--- src/rtl/vga_timing_pkg.sv ---
// rtl/vga_timing_pkg.sv - shared VGA timing constants and colour values
package vga_timing_pkg;

  localparam int POS_W = 11;

  localparam logic [2:0] BLACK = 3'b000;
  localparam logic [2:0] WHITE = 3'b111;

  // 640x480@60, 25 MHz pixel rate
  localparam int VGA640_H_SYNC  = 96;
  localparam int VGA640_H_BACK  = 48;
  localparam int VGA640_H_DISP  = 640;
  localparam int VGA640_H_FRONT = 16;
  localparam int VGA640_V_SYNC  = 2;
  localparam int VGA640_V_BACK  = 33;
  localparam int VGA640_V_DISP  = 480;
  localparam int VGA640_V_FRONT = 10;

  // 800x600@60, 40 MHz pixel rate
  localparam int SVGA800_H_SYNC  = 128;
  localparam int SVGA800_H_BACK  = 88;
  localparam int SVGA800_H_DISP  = 800;
  localparam int SVGA800_H_FRONT = 40;
  localparam int SVGA800_V_SYNC  = 4;
  localparam int SVGA800_V_BACK  = 23;
  localparam int SVGA800_V_DISP  = 600;
  localparam int SVGA800_V_FRONT = 1;

endpackage

--- src/rtl/vga_tick_gen.sv ---
// rtl/vga_tick_gen.sv - pixel-rate clock enable divided down from the system clock
module vga_tick_gen #(
  parameter int CLK_DIV = 2
) (
  input  logic clk,
  input  logic rst_n,
  output logic tick
);

  localparam int DW = (CLK_DIV > 1) ? $clog2(CLK_DIV) : 1;
  localparam logic [DW-1:0] DIV_LAST = DW'(CLK_DIV - 1);

  logic [DW-1:0] div_cnt;

  always_ff @(posedge clk or negedge rst_n) begin
    if (!rst_n) begin
      div_cnt <= '0;
    end else if (div_cnt == DIV_LAST) begin
      div_cnt <= '0;
    end else begin
      div_cnt <= div_cnt + 1'b1;
    end
  end

  assign tick = (div_cnt == DIV_LAST);

endmodule

--- src/rtl/vga_timing_gen.sv ---
// rtl/vga_timing_gen.sv - raw h/v counters, sync/active regions and registered VGA pins
module vga_timing_gen
  import vga_timing_pkg::*;
#(
  parameter int H_SYNC   = VGA640_H_SYNC,
  parameter int H_BACK   = VGA640_H_BACK,
  parameter int H_DISP   = VGA640_H_DISP,
  parameter int H_FRONT  = VGA640_H_FRONT,
  parameter int V_SYNC   = VGA640_V_SYNC,
  parameter int V_BACK   = VGA640_V_BACK,
  parameter int V_DISP   = VGA640_V_DISP,
  parameter int V_FRONT  = VGA640_V_FRONT,
  parameter bit SYNC_POL = 1'b0,
  parameter int CLK_DIV  = 2
) (
  input  logic             clk,
  input  logic             rst_n,
  input  logic [2:0]       pixel_data,
  output logic [POS_W-1:0] pixel_xpos,
  output logic [POS_W-1:0] pixel_ypos,
  output logic             vga_hs,
  output logic             vga_vs,
  output logic [2:0]       vga_rgb,
  output logic             video_de,
  output logic             frame_start
);

  localparam logic [POS_W-1:0] H_LAST    = POS_W'(H_SYNC + H_BACK + H_DISP + H_FRONT - 1);
  localparam logic [POS_W-1:0] V_LAST    = POS_W'(V_SYNC + V_BACK + V_DISP + V_FRONT - 1);
  localparam logic [POS_W-1:0] H_SYNC_E  = POS_W'(H_SYNC);
  localparam logic [POS_W-1:0] H_ACT_B   = POS_W'(H_SYNC + H_BACK);
  localparam logic [POS_W-1:0] H_ACT_E   = POS_W'(H_SYNC + H_BACK + H_DISP);
  localparam logic [POS_W-1:0] V_SYNC_E  = POS_W'(V_SYNC);
  localparam logic [POS_W-1:0] V_ACT_B   = POS_W'(V_SYNC + V_BACK);
  localparam logic [POS_W-1:0] V_ACT_E   = POS_W'(V_SYNC + V_BACK + V_DISP);

  logic             tick;
  logic [POS_W-1:0] h_cnt;
  logic [POS_W-1:0] v_cnt;
  logic             h_wrap;
  logic             v_wrap;
  logic             hs_act;
  logic             vs_act;
  logic             de;

  vga_tick_gen #(.CLK_DIV(CLK_DIV)) u_tick_gen (
    .clk   (clk),
    .rst_n (rst_n),
    .tick  (tick)
  );

  assign h_wrap = (h_cnt == H_LAST);
  assign v_wrap = (v_cnt == V_LAST);

  always_ff @(posedge clk or negedge rst_n) begin
    if (!rst_n) begin
      h_cnt <= '0;
      v_cnt <= '0;
    end else if (tick) begin
      if (h_wrap) begin
        h_cnt <= '0;
        v_cnt <= v_wrap ? '0 : v_cnt + 1'b1;
      end else begin
        h_cnt <= h_cnt + 1'b1;
      end
    end
  end

  // Regions are decoded in the raw counter frame, sync pulse first.
  assign hs_act = (h_cnt < H_SYNC_E);
  assign vs_act = (v_cnt < V_SYNC_E);
  assign de     = (h_cnt >= H_ACT_B) && (h_cnt < H_ACT_E) &&
                  (v_cnt >= V_ACT_B) && (v_cnt < V_ACT_E);

  assign pixel_xpos = h_cnt;
  assign pixel_ypos = v_cnt;

  always_ff @(posedge clk or negedge rst_n) begin
    if (!rst_n) begin
      vga_hs   <= ~SYNC_POL;
      vga_vs   <= ~SYNC_POL;
      vga_rgb  <= BLACK;
      video_de <= 1'b0;
    end else if (tick) begin
      vga_hs   <= hs_act ? SYNC_POL : ~SYNC_POL;
      vga_vs   <= vs_act ? SYNC_POL : ~SYNC_POL;
      vga_rgb  <= de ? pixel_data : BLACK;
      video_de <= de;
    end
  end

  // Clocked every clk so the pulse is one clk wide regardless of CLK_DIV.
  always_ff @(posedge clk or negedge rst_n) begin
    if (!rst_n) begin
      frame_start <= 1'b0;
    end else begin
      frame_start <= tick && h_wrap && v_wrap;
    end
  end

endmodule

--- config.mk ---
export PLATFORM = sky130hd
export DESIGN_NAME = vga_timing_gen
export DESIGN_NICKNAME = d
export VERILOG_FILES = /design/src/rtl/vga_timing_pkg.sv /design/src/rtl/vga_tick_gen.sv /design/src/rtl/vga_timing_gen.sv
export SDC_FILE = /design/constraint.sdc
export NUM_CORES = 1
export LEC_CHECK = 0
export ABC_AREA = 1
export CAP_MARGIN = 10
export CORE_ASPECT_RATIO = 0.6
export CORE_UTILIZATION = 52
export CTS_CLUSTER_SIZE = 20
export DETAILED_ROUTE_END_ITERATION = 8
export PLACE_DENSITY_LB_ADDON = 0.2
export SLEW_MARGIN = 20
export SYNTH_ARGS = -nofsm -noshare
export SYNTH_HDL_FRONTEND = slang
export SYNTH_SLANG_ARGS = --single-unit
--- constraint.sdc ---
create_clock -name clk -period 1.7 [get_ports clk]
set_input_delay 0.255 -clock clk [delete_from_list [all_inputs] [get_ports clk]]
set_output_delay 0.255 -clock clk [all_outputs]
set_load 0.01 [all_outputs]
==> metrics.csv, run 1 <==
stage;metric;value;unit
placement;Post-DP HPWL;3236;um
worst_setup_path;start-to-end type of the worst setup path;reg2out;
global_route;final global-route overflow total;0;
floorplan;number of top-level design ports;34;
synthesis;async set-reset flop share out of synthesis;1.000;
finish;ratio of cells with drive above 1 in the final layout;0.1127;
clock_tree;register clock-pin slew on the reported worst setup and hold paths;0.06;ns
power_and_ir_drop;worst supply voltage drop on vdd;414.8;uV
clock_tree;CTS tree;yes;
clock_tree;number of clock sinks seen by CTS;30;
worst_setup_path;largest driver fanout on the critical path;8;
finish;total of fill cells in the finished design;275;
detailed_routing;vias post-DR;1710;
clock_tree;cts bufs inserted;5;
detailed_routing;count of routing violations after the opening detailed-route iteration;185;
synthesis;warning count from the yosys run;0;
min_path;HP Class;in2async;
synthesis;leading post-synthesis cells by instance count;sky130_fd_sc_hd__nand2_1 (60), sky130_fd_sc_hd__nor2_1 (32), sky130_fd_sc_hd__dfrtp_1 (28), sky130_fd_sc_hd__inv_1 (25), sky130_fd_sc_hd__nand3_1 (23);
detailed_routing;final routed wirelength across all metal layers;4396;um
global_route;via count of the first global-routing pass;1411;
job;max-cap check violation count;0;
worst_setup_path;crit-path max cell delay;0.60;ns
placement;number of buffers added on ports;33;
clock_tree;number of buffers on the longest clock path;2;
global_route;antenna violations before repair;0;
synthesis;number of flops mapped to enable cells by yosys;0;
synthesis;fraction of the yosys area taken by sequential cells;0.4236;
worst_setup_path;kind of cell with the highest combined delay on the critical path;buffers and inverters;
detailed_routing;WL/cell;13.74;um
timing;Max transition margin;0.7132;
placement;post-placement cell area;2140;um^2
synthesis;Synth Area per Inst;7.470;um^2
timing;Setup Viol. Count Final;0;
worst_setup_path;data arrival time of the critical path;1.39;ns
detailed_routing;first drt pass iteration count;5;
timing;maximum clock rate;608.1;MHz
synthesis;Synth Cell Area;1778;um^2
finish;final net count;283;
synthesis;cell with the most instances after synthesis;sky130_fd_sc_hd__nand2_1;
timing;Pins Over Slew Limit;0;
worst_setup_path;R2R depth;7;
clock_tree;latest clock arrival within the worst-skew pair;0.28;ns
floorplan;area enclosed by the die boundary;3665;um^2
timing;minimum clock period after layout;1.644;ns
detailed_routing;average vias per placed instance;5.344;
timing;final worst-path cycle share;0.9673;
synthesis;Synth Register Bits;30;
clock_tree;Clock Root Buffer;sky130_fd_sc_hd__clkbuf_8;
timing;hold_ws;0.3706;ns
power_and_ir_drop;leakage power figure;1.018;nW
worst_setup_path;launching element type of the critical path;register;
worst_setup_path;element type at the critical path end;output port;
finish;synthesis-to-finish area growth;25.05;%
synthesis;cell type with the highest aggregate area in the netlist;sky130_fd_sc_hd__dfrtp_1;
worst_setup_path;Worst Path Buf+Inv;1;
global_route;maximum number of pins on one net before global-route repair;31;
timing;unrepaired setup endpoints after global routing;no;
timing;Final Hold Fails;0;
synthesis;distinct cell type count after synthesis;27;
timing;Least-Margin Pin Slew;0.4302;ns
detailed_routing;number of design rule violations left after detail routing;0;
global_route;wire length of the first global-routing pass;7065;um
floorplan;overall die height;47.30;um
finish;Finished Cell Area;2223;um^2
clock_tree;H-tree depth;2;
placement;global placer's final weighted congestion;0.9294;
synthesis;dominant synthesized flop cell;sky130_fd_sc_hd__dfrtp_1;
timing;Setup TNS Final;0;ns
finish;number of diodes added for antenna fixing;0;
detailed_routing;Antenna Violating Nets Remaining;0;
floorplan;Initial Util;0.5449;
status;result of the run;completed;
clock_tree;CTS Hold Bufs;0;
synthesis;nets in the synthesized netlist;246;
floorplan;placement row count;16;
synthesis;top cells by area in the synthesized netlist;sky130_fd_sc_hd__dfrtp_1 (39%), sky130_fd_sc_hd__nand2_1 (13%), sky130_fd_sc_hd__nor2_1 (6.8%), sky130_fd_sc_hd__nand3_1 (6.5%), sky130_fd_sc_hd__inv_1 (5.3%);
worst_setup_path;cell count along the critical path;1;
worst_setup_path;ordered list of cells on the worst path;clkdlybuf4s50_1;
floorplan;Die Width;77.49;um
global_route;global-route usage over all layers;0.2663;
timing;clock tree skew after final layout;0.006524;ns
worst_setup_path;Data required, critical path;1.44;ns
floorplan;area of the core;3263;um^2
synthesis;Syn Inst Count;238;
power_and_ir_drop;Cell Pwr Density;573.8;nW/um^2
worst_setup_path;cell type of the slowest stage on the worst timing path;sky130_fd_sc_hd__clkdlybuf4s50_1;
clock_tree;Post-CTS Setup Repair Bufs;0;
synthesis;share of Yosys cell area claimed by the top area cell type;0.3941;
## final timing paths
check                                           from                          to  slack, ns
setup / recovery           pixel_ypos[2]$_DFFE_PN0P_               pixel_ypos[2]       0.06
hold / removal                                 rst_n   pixel_ypos[4]$_DFFE_PN0P_       0.37
setup reg to reg           pixel_xpos[5]$_DFFE_PN0P_  pixel_ypos[10]$_DFFE_PN0P_       0.14
hold reg to reg               vga_rgb[1]$_DFFE_PN0P_      vga_rgb[1]$_DFFE_PN0P_       0.49
max in group asynchronous                      rst_n          vga_hs$_DFFE_PN1P_       1.02
min in group clk              vga_rgb[1]$_DFFE_PN0P_      vga_rgb[1]$_DFFE_PN0P_       0.49
## worst register-to-register path: stages, from the launching register on
cell and delay, ns:
sky130_fd_sc_hd__dfrtp_1 0.44, sky130_fd_sc_hd__inv_2 0.10, sky130_fd_sc_hd__nand2_1 0.06, sky130_fd_sc_hd__nor3_2 0.21, sky130_fd_sc_hd__nand3_2 0.13, sky130_fd_sc_hd__nor2_4 0.31, sky130_fd_sc_hd__nand3_1 0.11, sky130_fd_sc_hd__o21ai_0 0.11
## layout by cell type (no fill, tap or decap), types with 7 or more instances in the layout
master                            synthesis  layout
sky130_fd_sc_hd__nor3_1                  10      10
sky130_fd_sc_hd__inv_1                   25      25
sky130_fd_sc_hd__nand3_1                 23      23
sky130_fd_sc_hd__o21ai_0                  9       9
sky130_fd_sc_hd__clkdlybuf4s50_1          0      33
sky130_fd_sc_hd__dfrtp_1                 28      26
sky130_fd_sc_hd__nor2_1                  32      31
sky130_fd_sc_hd__nand2_1                 60      60
sky130_fd_sc_hd__xor2_1                   7       7
## power breakdown
group	switching (W)	internal, W	leakage [nW]	total, W
Clock	0.000257	0.000281	0.0383	0.000538
Combinational	0.0000143	0.00000942	0.586	0.0000237
Sequential	0	0.000714	0.394	0.000714
Total	0.000271	0.00101	1.02	0.00128
## what timing repair did
item / 4_1_cts / 5_1_grt
hold endpoints to repair: 0 / 0
resized for setup: 1 / 3
endpoints found under the setup margin: 3 / 6
## logic make-up (layout without fill, tap and decap cells)
kind of cell	after synthesis	after routing	synth area share
DFF	30	30	0.4236
AOI/OAI and AO/OA	19	19	0.05841
xor gates and xnor gates	7	7	0.03448
buffers and inverters	32	69	0.07741
adders and majority gates	3	3	0.02111
and+or+nand+nor	147	147	0.3850
## flip-flops by register name, summed over array words and instances (netlist names)
name and cells:
pixel_xpos 11, vga_hs 1, frame_start 1, video_de 1, u_tick_gen.tick 1, pixel_ypos 11
vga_vs 1, vga_rgb 3
## per-layer routing
| layer | share of wire | GRT usage |
|---|---|---|
| met4 | 0.020 | 0.1132 |
| met5 | 0 | 0 |
| met3 | 0.095 | 0.07184 |
| met1 | 0.52 | 0.4106 |
| met2 | 0.37 | 0.3416 |
## area by class of cell
type                       instances  area [um^2]  share of cell area
multi-input combinational        176        892.1              0.4012
sequential                        30        755.7              0.3399
timing repair buffer              34        337.8              0.1519
inverter                          28        105.1             0.04727
clock buffer                       7        76.32             0.03433
tap                               45        56.30             0.02532
## metrics by stage
step / util / setup WS [ns] / std cells / total power (W)
after floorplan: - / 0.3110 / 238 / 0.0007274
after global placement: 0.6557 / -0.001266 / 313 / 0.0007521
after detailed placement: 0.6557 / -0.005127 / 313 / 0.0007522
after CTS: 0.6798 / 0.04133 / 320 / 0.001286
after global routing: 0.6814 / 0.02525 / 320 / 0.001320
final: 0.6814 / 0.05560 / 320 / 0.001276
Power figures use the tool's default switching activity.
==> inputs of run 2 (changes only) <==
- REMOVE_ABC_BUFFERS: not set -> 1
- SLEW_MARGIN: 20 -> not set
==> run 2 against run 1 <==
Sequential power barely moved. Worst hold slack got worse by 0.014 ns. Register-to-register slack barely moved. Combinational power barely moved. Sequential share of layout area fell by 0.17 points. Fmax barely moved. Clock power rose by 3.7%. Power rose by 1.6%. First-iteration DRC count fell by 1.1%. Wire length fell by 1.7%. Non-clock buffer count rose by 1. Critical path type unchanged. Largest power group unchanged. Highest routed layer unchanged.
==> metrics.csv, run 2 (synthesized netlist as in run 1, its figures left out) <==
stage;metric;value;unit;change
status;result of the run;completed;;
power_and_ir_drop;Cell Pwr Density;580.1;nW/um^2;+1.1%
global_route;global-route usage over all layers;0.2558;;-0.01054
timing;Final Hold Fails;0;;unchanged
worst_setup_path;element type at the critical path end;output port;;
detailed_routing;WL/cell;13.43;um;-2.3%
timing;Least-Margin Pin Slew;0.4266;ns;-0.003589 ns
detailed_routing;average vias per placed instance;5.295;;-0.91%
finish;synthesis-to-finish area growth;25.69;%;
floorplan;area of the core;3263;um^2;unchanged
timing;Setup TNS Final;0;ns;unchanged
global_route;fraction of met1 tracks used by global routing;0.4075;;-0.003131
clock_tree;H-tree depth;2;;unchanged
power_and_ir_drop;leakage power figure;1.023;nW;+0.52%
floorplan;number of top-level design ports;34;;unchanged
timing;Setup Viol. Count Final;0;;unchanged
worst_setup_path;largest driver fanout on the critical path;7;;-1
clock_tree;number of clock sinks seen by CTS;30;;unchanged
finish;most used cells in the layout excluding fill and tap cells;sky130_fd_sc_hd__nand2_1 (60), sky130_fd_sc_hd__clkdlybuf4s50_1 (33), sky130_fd_sc_hd__nor2_1 (31);;
timing;minimum clock period after layout;1.643;ns;-0.001013 ns
finish;ratio of cells with drive above 1 in the final layout;0.1155;;+0.002796
floorplan;area enclosed by the die boundary;3665;um^2;unchanged
worst_setup_path;cell type of the slowest stage on the worst timing path;sky130_fd_sc_hd__clkdlybuf4s50_1;;
power_and_ir_drop;worst supply voltage drop on vdd;291.2;uV;-30%
detailed_routing;vias post-DR;1705;;-0.29%
worst_setup_path;start-to-end type of the worst setup path;reg2out;;
worst_setup_path;launching element type of the critical path;register;;
clock_tree;latest clock arrival within the worst-skew pair;0.29;ns;about the same
floorplan;overall die height;47.30;um;unchanged
timing;Max transition margin;0.7156;;+0.002392
floorplan;Initial Util;0.5449;;unchanged
finish;number of diodes added for antenna fixing;0;;unchanged
min_path;HP Class;in2async;;
detailed_routing;Antenna Violating Nets Remaining;0;;unchanged
clock_tree;register clock-pin slew on the reported worst setup and hold paths;0.06;ns;about the same
worst_setup_path;crit-path max cell delay;0.59;ns;about the same
worst_setup_path;cell count along the critical path;1;;unchanged
detailed_routing;number of design rule violations left after detail routing;0;;unchanged
placement;number of buffers added on ports;33;;unchanged
global_route;most used routing layer in global routing;met1;;
timing;final worst-path cycle share;0.9667;;about the same
worst_setup_path;ordered list of cells on the worst path;clkdlybuf4s50_1;;
finish;most frequent standard cell in the layout excluding fill and tap cells;sky130_fd_sc_hd__nand2_1;;
timing;Pins Over Slew Limit;0;;unchanged
floorplan;placement row count;16;;unchanged
detailed_routing;count of routing violations after the opening detailed-route iteration;183;;-1.1%
detailed_routing;first drt pass iteration count;5;;unchanged
clock_tree;CTS tree;yes;;
global_route;via count of the first global-routing pass;1338;;-5.2%
global_route;final global-route overflow total;0;;unchanged
global_route;antenna violations before repair;0;;unchanged
finish;post-layout utilization of the core;0.6848;;+0.003451
job;max-cap check violation count;0;;unchanged
worst_setup_path;Worst Path Buf+Inv;1;;unchanged
global_route;met2 global-route usage;0.3257;;-0.01593
worst_setup_path;Data required, critical path;1.44;ns;about the same
placement;Post-DP HPWL;3250;um;+0.42%
worst_setup_path;kind of cell with the highest combined delay on the critical path;buffers and inverters;;
clock_tree;number of buffers on the longest clock path;2;;unchanged
worst_setup_path;R2R depth;9;;+2
timing;clock tree skew after final layout;0.003074;ns;-0.003450 ns
power_and_ir_drop;Final Power;0.001296;W;+1.6%
global_route;fraction of met3 tracks used by global routing;0.06019;;-0.01165
worst_setup_path;data arrival time of the critical path;1.39;ns;about the same
global_route;wire length of the first global-routing pass;6727;um;-4.8%
placement;global placer's final weighted congestion;0.9263;;-0.33%
clock_tree;CTS Hold Bufs;0;;unchanged
finish;final net count;284;;+0.35%
floorplan;Die Width;77.49;um;unchanged
global_route;maximum number of pins on one net before global-route repair;31;;unchanged
clock_tree;Clock Root Buffer;sky130_fd_sc_hd__clkbuf_8;;
detailed_routing;final routed wirelength across all metal layers;4323;um;-1.7%
timing;maximum clock rate;608.5;MHz;about the same
clock_tree;cts bufs inserted;5;;unchanged
[run 2: cell types whose count changed in the layout (fill, tap and decap cells not counted), sizes merged]
cell	previous run	this run
buf	1	2
clkbuf	7	8
[run 2: path summary, 6_finish.rpt]
path | end | startpoint | slack, ns
max in group asynchronous | vga_vs$_DFFE_PN1P_ | rst_n | 1.03
hold reg to reg | vga_rgb[0]$_DFFE_PN0P_ | vga_rgb[0]$_DFFE_PN0P_ | 0.49
setup / recovery | pixel_xpos[6] | pixel_xpos[6]$_DFFE_PN0P_ | 0.06
min in group clk | vga_rgb[0]$_DFFE_PN0P_ | vga_rgb[0]$_DFFE_PN0P_ | 0.49
setup reg to reg | vga_rgb[0]$_DFFE_PN0P_ | pixel_ypos[1]$_DFFE_PN0P_ | 0.15
hold / removal | pixel_ypos[7]$_DFFE_PN0P_ | rst_n | 0.36
[run 2: cell type report]
class / count / area [um^2]
sequential: 30 / 755.7
tap: 45 / 56.30
multi-input combinational: 176 / 892.1
inverter: 28 / 105.1
timing repair buffer: 35 / 345.3
fill: 283 / 1028
clock buffer: 8 / 80.08
[run 2: where the power goes]
group           total, W  internal [W]  leakage [nW]  switching (W)
sequential      0.000714      0.000714         0.394              0
clock           0.000558      0.000290        0.0395       0.000268
combinational  0.0000237    0.00000943         0.590      0.0000143
[run 2: per-stage QoR]
| step | area [um^2] | setup slack [ns] | instances | hold WS [ns] |
|---|---|---|---|---|
| 2_1_floorplan | 1745 | 0.3110 | 234 | -0.04059 |
| 3_3_place_gp | 2147 | 0.06400 | 314 | 0.4678 |
| 3_5_place_dp | 2147 | 0.04073 | 314 | 0.4670 |
| 4_1_cts | 2227 | 0.002938 | 322 | 0.3703 |
| 5_1_grt | 2235 | -0.006399 | 322 | 0.3988 |
| 6_report | 2235 | 0.05661 | 322 | 0.3565 |
[run 2: timing repair]
item                                    CTS  global route
setup buffers                             0             0
resized for setup                         0             4
endpoints found under the setup margin    0             7
[run 2: routing by layer]
metal / share of wire / routed length, um / up-vias
met5: 0 / 0 / -
met4: 0.012 / 52 / 0
met3: 0.080 / 348 / 6
met2: 0.38 / 1653 / 79
met1: 0.52 / 2269 / 777
li1: - / - / 843
==> inputs of run 3 (changes only) <==
- CTS_CLUSTER_SIZE: 20 -> 25
==> results of run 3 <==
Final layout, timing and power as in run 2 (identical DEF).
